--- config.mk ---
export PLATFORM = sky130hd
export DESIGN_NAME = core_sequencer
export DESIGN_NICKNAME = d
export VERILOG_FILES = /design/src/rtl/core_sequencer.sv
export SDC_FILE = /design/constraint.sdc
export NUM_CORES = 1
export LEC_CHECK = 0
export BUFFER_PORTS_ARGS = -buffer_cell sky130_fd_sc_hd__buf_2
export CAP_MARGIN = 5
export CORE_ASPECT_RATIO = 0.75
export CORE_MARGIN = 3
export CORE_UTILIZATION = 41
export DETAILED_ROUTE_END_ITERATION = 7
export PLACE_DENSITY = 0.65
export SYNTH_ARGS = -nofsm -noshare
export SYNTH_HDL_FRONTEND = slang
export SYNTH_SLANG_ARGS = --single-unit
--- constraint.sdc ---
create_clock -name clk -period 3.14 [get_ports clk]
set_input_delay 0.471 -clock clk [delete_from_list [all_inputs] [get_ports clk]]
set_output_delay 0.471 -clock clk [all_outputs]
set_load 0.05 [all_outputs]
--- src/rtl/core_sequencer.sv ---
// core_sequencer: multi-cycle control FSM for the 16-bit RISC datapath.
// Steps fetch/decode/execute/memory/write-back under run, step and halt control.
module core_sequencer #(
    parameter int MEM_TIMEOUT = 15,
    parameter int COUNT_W     = 16
) (
    input  logic               clk,
    input  logic               reset,
    input  logic               run,
    input  logic               step,
    input  logic               halt_req,
    input  logic [3:0]         opcode,
    input  logic               mem_ready,
    output logic               ir_en,
    output logic               pc_en,
    output logic               jump,
    output logic               beq,
    output logic               bne,
    output logic               mem_read,
    output logic               mem_write,
    output logic               mem_to_reg,
    output logic               alu_src,
    output logic               reg_dst,
    output logic               reg_write,
    output logic [1:0]         alu_op,
    output logic               halted,
    output logic               trapped,
    output logic               illegal,
    output logic               bus_error,
    output logic [COUNT_W-1:0] instr_count
);

    typedef enum logic [2:0] {
        S_IDLE,
        S_FETCH,
        S_DECODE,
        S_EXEC,
        S_MEM,
        S_WB,
        S_TRAP
    } state_t;

    state_t             r_state;
    state_t             w_next;
    state_t             w_boundary;
    logic [3:0]         r_op;
    logic [3:0]         w_op;
    logic [7:0]         r_wait;
    logic               r_step;
    logic               r_illegal;
    logic               r_bus_err;
    logic [COUNT_W-1:0] r_count;
    logic               w_lw;
    logic               w_sw;
    logic               w_rtype;
    logic               w_beq;
    logic               w_bne;
    logic               w_jmp;
    logic               w_ill;
    logic               w_in_instr;
    logic               w_timeout;

    // op_q is not loaded until the end of DECODE, so DECODE looks at the live opcode
    assign w_op    = (r_state == S_DECODE) ? opcode : r_op;
    assign w_lw    = (w_op == 4'b0000);
    assign w_sw    = (w_op == 4'b0001);
    assign w_rtype = (w_op >= 4'b0010) && (w_op <= 4'b1001);
    assign w_beq   = (w_op == 4'b1011);
    assign w_bne   = (w_op == 4'b1100);
    assign w_jmp   = (w_op == 4'b1101);
    assign w_ill   = (w_op == 4'b1010) || (w_op >= 4'b1110);

    assign w_in_instr = (r_state == S_DECODE) || (r_state == S_EXEC) ||
                        (r_state == S_MEM) || (r_state == S_WB);
    assign w_boundary = (run && !halt_req && !r_step) ? S_FETCH : S_IDLE;
    assign w_timeout  = (r_state == S_MEM) && !mem_ready &&
                        (r_wait == 8'(MEM_TIMEOUT - 1));

    always_comb begin
        w_next     = r_state;
        ir_en      = 1'b0;
        pc_en      = 1'b0;
        jump       = 1'b0;
        beq        = 1'b0;
        bne        = 1'b0;
        mem_read   = 1'b0;
        mem_write  = 1'b0;
        mem_to_reg = 1'b0;
        alu_src    = 1'b0;
        reg_dst    = 1'b0;
        reg_write  = 1'b0;
        alu_op     = 2'b00;
        if (w_in_instr) begin
            if (w_rtype) begin
                reg_dst = 1'b1;
                alu_op  = 2'b10;
            end
            if (w_lw || w_sw) alu_src = 1'b1;
            if (w_lw) mem_to_reg = 1'b1;
            if (w_beq || w_bne) alu_op = 2'b01;
        end
        unique case (r_state)
            S_IDLE: begin
                if ((run && !halt_req) || step) w_next = S_FETCH;
            end
            S_FETCH: begin
                ir_en  = 1'b1;
                w_next = S_DECODE;
            end
            S_DECODE: begin
                w_next = w_ill ? S_TRAP : S_EXEC;
            end
            S_EXEC: begin
                if (w_lw || w_sw) begin
                    w_next = S_MEM;
                end else if (w_rtype) begin
                    w_next = S_WB;
                end else begin
                    beq    = w_beq;
                    bne    = w_bne;
                    jump   = w_jmp;
                    pc_en  = 1'b1;
                    w_next = w_boundary;
                end
            end
            S_MEM: begin
                mem_read  = w_lw;
                mem_write = w_sw;
                pc_en     = w_sw && mem_ready;
                if (mem_ready) w_next = w_lw ? S_WB : w_boundary;
                else if (w_timeout) w_next = S_TRAP;
            end
            S_WB: begin
                reg_write = 1'b1;
                pc_en     = 1'b1;
                w_next    = w_boundary;
            end
            S_TRAP: begin
                w_next = S_TRAP;
            end
            default: begin
                w_next = S_IDLE;
            end
        endcase
    end

    always_ff @(posedge clk or posedge reset) begin
        if (reset) begin
            r_state   <= S_IDLE;
            r_op      <= 4'd0;
            r_wait    <= 8'd0;
            r_step    <= 1'b0;
            r_illegal <= 1'b0;
            r_bus_err <= 1'b0;
            r_count   <= '0;
        end else begin
            r_state <= w_next;
            if (r_state == S_DECODE) r_op <= opcode;
            r_wait <= (r_state == S_MEM) ? r_wait + 8'd1 : 8'd0;
            // run beats step when both start an instruction
            if (r_state == S_IDLE && w_next == S_FETCH)
                r_step <= !(run && !halt_req);
            if (r_state == S_DECODE && w_ill) r_illegal <= 1'b1;
            if (w_timeout) r_bus_err <= 1'b1;
            if (pc_en) r_count <= r_count + COUNT_W'(1);
        end
    end

    assign halted      = (r_state == S_IDLE);
    assign trapped     = (r_state == S_TRAP);
    assign illegal     = r_illegal;
    assign bus_error   = r_bus_err;
    assign instr_count = r_count;

endmodule
# After elaboration in Yosys (flattened, before gate mapping)
# Index checks and enable logic that the tools add are counted.
# Widths: inputs -> output; s select.
# classes
add_sub_neg	2
mul	0
div	0
magnitude_cmp	3
n_eq_ne	13
n_shift	0
mux	36
n_bitwise	0
reduce_logical	21
# ops
op	n
$mux 1	22
$mux 3	7
$pmux 3 s7	1
$add 16x1->16 const B	1
$eq 4x4->1 const B	4
$eq 3x3->1 const B	3
$add 8x1->8 const B	1
$eq 8x4->1 const B	1
$logic_and 1x1->1	8
$mux 8	1
$logic_or 1x1->1	7
$eq 3x1->1 const B	2
$eq 3x2->1 const B	2
$mux 2	3
$eq 4x1->1 const B	1
$ge 4x2->1 const B	1
$ge 4x4->1 const B	1
$le 4x4->1 const B	1
$logic_not 1->1	4
$logic_not 4->1	1
$mux 4	1
$logic_not 3->1	1
$pmux 1 s3	1
# totals
regBits	34
latch_bits	0
ramBits	0
romBits	0
in_bits	10
elab_cells	82
memories	0

# Depth between registers and ports, before layout
# depth
word_depth	9
mapped_depth	9
depth_no_buf	6

# Worst setup path after synthesis
# No wires, ideal clock.
# synth_path
path_type	register -> output
from	register r_state[2]
to	output beq
arrival_ps	2711
required_time_ps	2669
path_slack_ps	-42
stages_incl_launch_ff	5
n_path_buf	1
path_cell_list	dfrtp_1 -> buf_2 -> nor3b_4 -> mux2i_1 -> nor4b_1
# synth_between
elab_chain_cells	7
word_cells_on_any_way	13
classes_between	order compare: 2; eq/ne: 4; mux: 4; reduce/logical: 3
# synth_lines
item	line	source
start, declared	43	state_t r_state;
start signal, assigned	157	r_state <= w_next;
$eq 3x2->1	64	assign w_op = (r_state == S_DECODE) ? opcode : r_op;
$mux 4	-	
$ge 4x2->1 or $le 4x4->1 (tied branches)	67	assign w_rtype = (w_op >= 4'b0010) && (w_op <= 4'b1001);
$logic_and 1x1->1	67	
$mux 1	116	end else if (w_rtype) begin
$mux 1	114	if (w_lw || w_sw) begin
$mux 1 *	102	unique case (r_state)
end, declared	17	output logic beq,
# Mark *: on every way between the ends. The rest lies on a longest branch, timed or not.

# Final worst setup path
# layout_path
from	register r_state[1]
to	output bne
# layout_between
elab_chain_cells	7
word_cells_on_any_way	13
classes_between	order compare: 2; eq/ne: 4; mux: 4; reduce/logical: 3
# layout_lines
item	line	source
$eq 3x2->1	64	
$mux 4	-	
$ge 4x2->1 or $le 4x4->1 (tied branches)	67	
$logic_and 1x1->1	67	
$mux 1	116	
$mux 1	114	
$mux 1 *	102	
end, declared	18	output logic bne,
# Marked as above.

==> out/results.ini <==
[layout]
drive_gt1_share_pct=27.3
final_nets=240
stdcell_count=282
final_area_sq_um=2180
utilization_pct=52.4
antenna_cells=0
area_growth_pct=20.1

[floorplanning]
start_util_pct=43.6
die_x_um=82.8
core-area_sq_um=4150
io_pins=43
die_h_um=63.6
rows=20
die_area_sq_um=5260

[synth]
synth_flop_cell=dfrtp_1
synth_top_area_cell=dfrtp_1
ys_top_cells_by_count=dfrtp_1, nand2_1, xnor2_1
yosysTopAreaCellShare_pct=47.0
syn_nets=194
synth.area.top_cells=dfrtp_1, xnor2_1, nand2_1, nor3_1, xor2_1
syn_inst=180
synthDistinctLibCells=44
yosys_warnings=0
netlist_area_sq_um=1810
synth_most_common_cell=dfrtp_1
seq_area_frac_synth_pct=47.0
async_flop_share_pct=100
synth_edf_count=0
ys_ff_latch=34
syn_avg_cell_area_sq_um=10.1

[route]
routed_wirelength_um=3760
via_per_inst=5.07
routedWlPerCell_um=13.3
drc_errors=0
final_antenna_net_count=0
vias=1430
drtPass1Iterations=4
drt_iter0_drc=122

[global_route]
grt_overflow=0
grt_max_degree=35
grt_pass1_vias=1390
antenna_found_initial=0
grt_pass1_wl_um=6700
track_usage_pct=16.6

[pwr]
ir_worst_vdd_mv=0.390
power.density_nw_per_um2=878
power_mw=1.91
p_leak_nw=1.06

[clock_network]
h-tree-depth=2
clockBufferDepth=2
cts.repair.resized=0
path_clk_slew_ns=0.07
insertion_delay_ns=0.28
post_cts_buffers=0
numCtsBuffers=5
cts_hold_buf=0
cts-root-buf=clkbuf_8
clock_sinks=34
cts_tree=yes

[placed_design]
dp_hpwl_um=2820
portBuffers=42
dpl_cell_area_sq_um=2070
globalplace.congestion=0.835
place_inst=274

[sta]
min_period_ns=2.80
finalClockSkew_ns=0.00786
fin_crit_sh_pct=89.1
hold_viol=0
fmax_mhz=357
final-setup-viol-count=0
rsz0062_at_grt=false
relSlewSlack_pct=69.2
worst_pin_slew_ns=0.450
fin_tns_setup_ns=0
maxSlewViolCount=0

[setup_path]
cp_max_fo=13
arrival_ns=2.33
end_kind=primary output
cp-start-kind=register
path_class=reg2out
ff2ff_path_depth=5
cp.required_ns=2.67

[run_status]
status=completed

[worst_hold_path]
worstHoldPathType=in2async

[run]
max_cap_viol_count=0

-- area by class of cell --
class | count | area (sq um)
fillers | 398 | 1980
multi-input cells | 133 | 891
flip-flops and latches | 34 | 851
repair buffers | 44 | 225
clock buffers | 8 | 110
well taps | 55 | 68.8
inverters | 8 | 30.0
-- where the power goes --
group | internal [mW] | leakage [nW] | switching [mW]
Combinational | 0.253 | 0.548 | 0.628
Sequential | 0.523 | 0.450 | 0.137
Clock | 0.221 | 0.0575 | 0.146
Total | 0.998 | 1.06 | 0.911
-- placed cells by master, fill, tap and decap left out, types with 2 or more instances in the layout --
| cell | instances |
|---|---|
| buf_2 | 42 |
| dfrtp_1 | 34 |
| nand2_1 | 19 |
| xnor2_1 | 15 |
| nor2_1 | 13 |
| nor3_1 | 11 |
| nand4_1 | 8 |
| inv_1 | 8 |
| clkbuf_8 | 8 |
| nand3_1 | 6 |
| a21oi_1 | 6 |
| xor2_1 | 6 |
| and3_1 | 4 |
| o21ai_0 | 4 |
| nor2b_1 | 4 |
| ha_1 | 4 |
| nand2b_1 | 3 |
| and4_1 | 2 |
| mux2i_1 | 2 |
| and2_1 | 2 |
| o211ai_1 | 2 |
| buf_4 | 2 |
-- per-stage QoR --
stage / setup WS, ns / hold WS [ns]
final: 0.342 / 0.277
after global routing: 0.103 / 0.331
after CTS: 0.380 / 0.285
after detailed placement: 0.686 / 0.456
after global placement: 0.718 / 0.447
after floorplan: 0.231 / 0.474
-- flip-flops by register name, indices dropped and copies added (netlist names) --
register / count
r_state: 3
bus_error: 1
r_step: 1
illegal: 1
r_op: 4
r_wait: 8
instr_count: 16
-- cells by family after synthesis --
logic type / after synthesis / share of synthesized area [%]
buffers and inverters: 13 / 4.21
adders and majority gates: 4 / 2.76
DFF: 34 / 47.0
and+or+nand+nor: 84 / 26.2
muxes: 3 / 1.73
xor gates and xnor gates: 21 / 10.2
AOI/OAI and AO/OA: 21 / 8.01
-- per-layer routing --
| metal | part of all wire [%] | track usage (%) | vias up | wire, um |
|---|---|---|---|---|
| met1 | 52 | 25.5 | 689 | 1940 |
| met4 | 0.37 | 3.06 | 0 | 14 |
| met2 | 44 | 22.6 | 21 | 1640 |
| met3 | 4.3 | 5.29 | 2 | 163 |
| met5 | 0 | 0 | - | 0 |
| li1 | - | - | 718 | - |
-- worst max-delay path: stages, from the launching register on --
cell,delay (ns)
dfrtp_1,0.56
nor3b_4,0.42
mux2i_1,0.48
nand2_1,0.14
nor3_1,0.18
buf_2,0.29
-- worst paths after layout --
path,start,endpoint,slack (ns)
max reg2reg,r_state[2],instr_count[1],1.04
min in group clk,instr_count[15],instr_count[15],0.46
min reg2reg,instr_count[15],instr_count[15],0.46
min,reset,instr_count[1],0.28
max in group asynchronous,reset,r_wait[2],2.56
max,r_state[1],bne,0.34
Note: power is estimated with default switching activity, not from simulation.
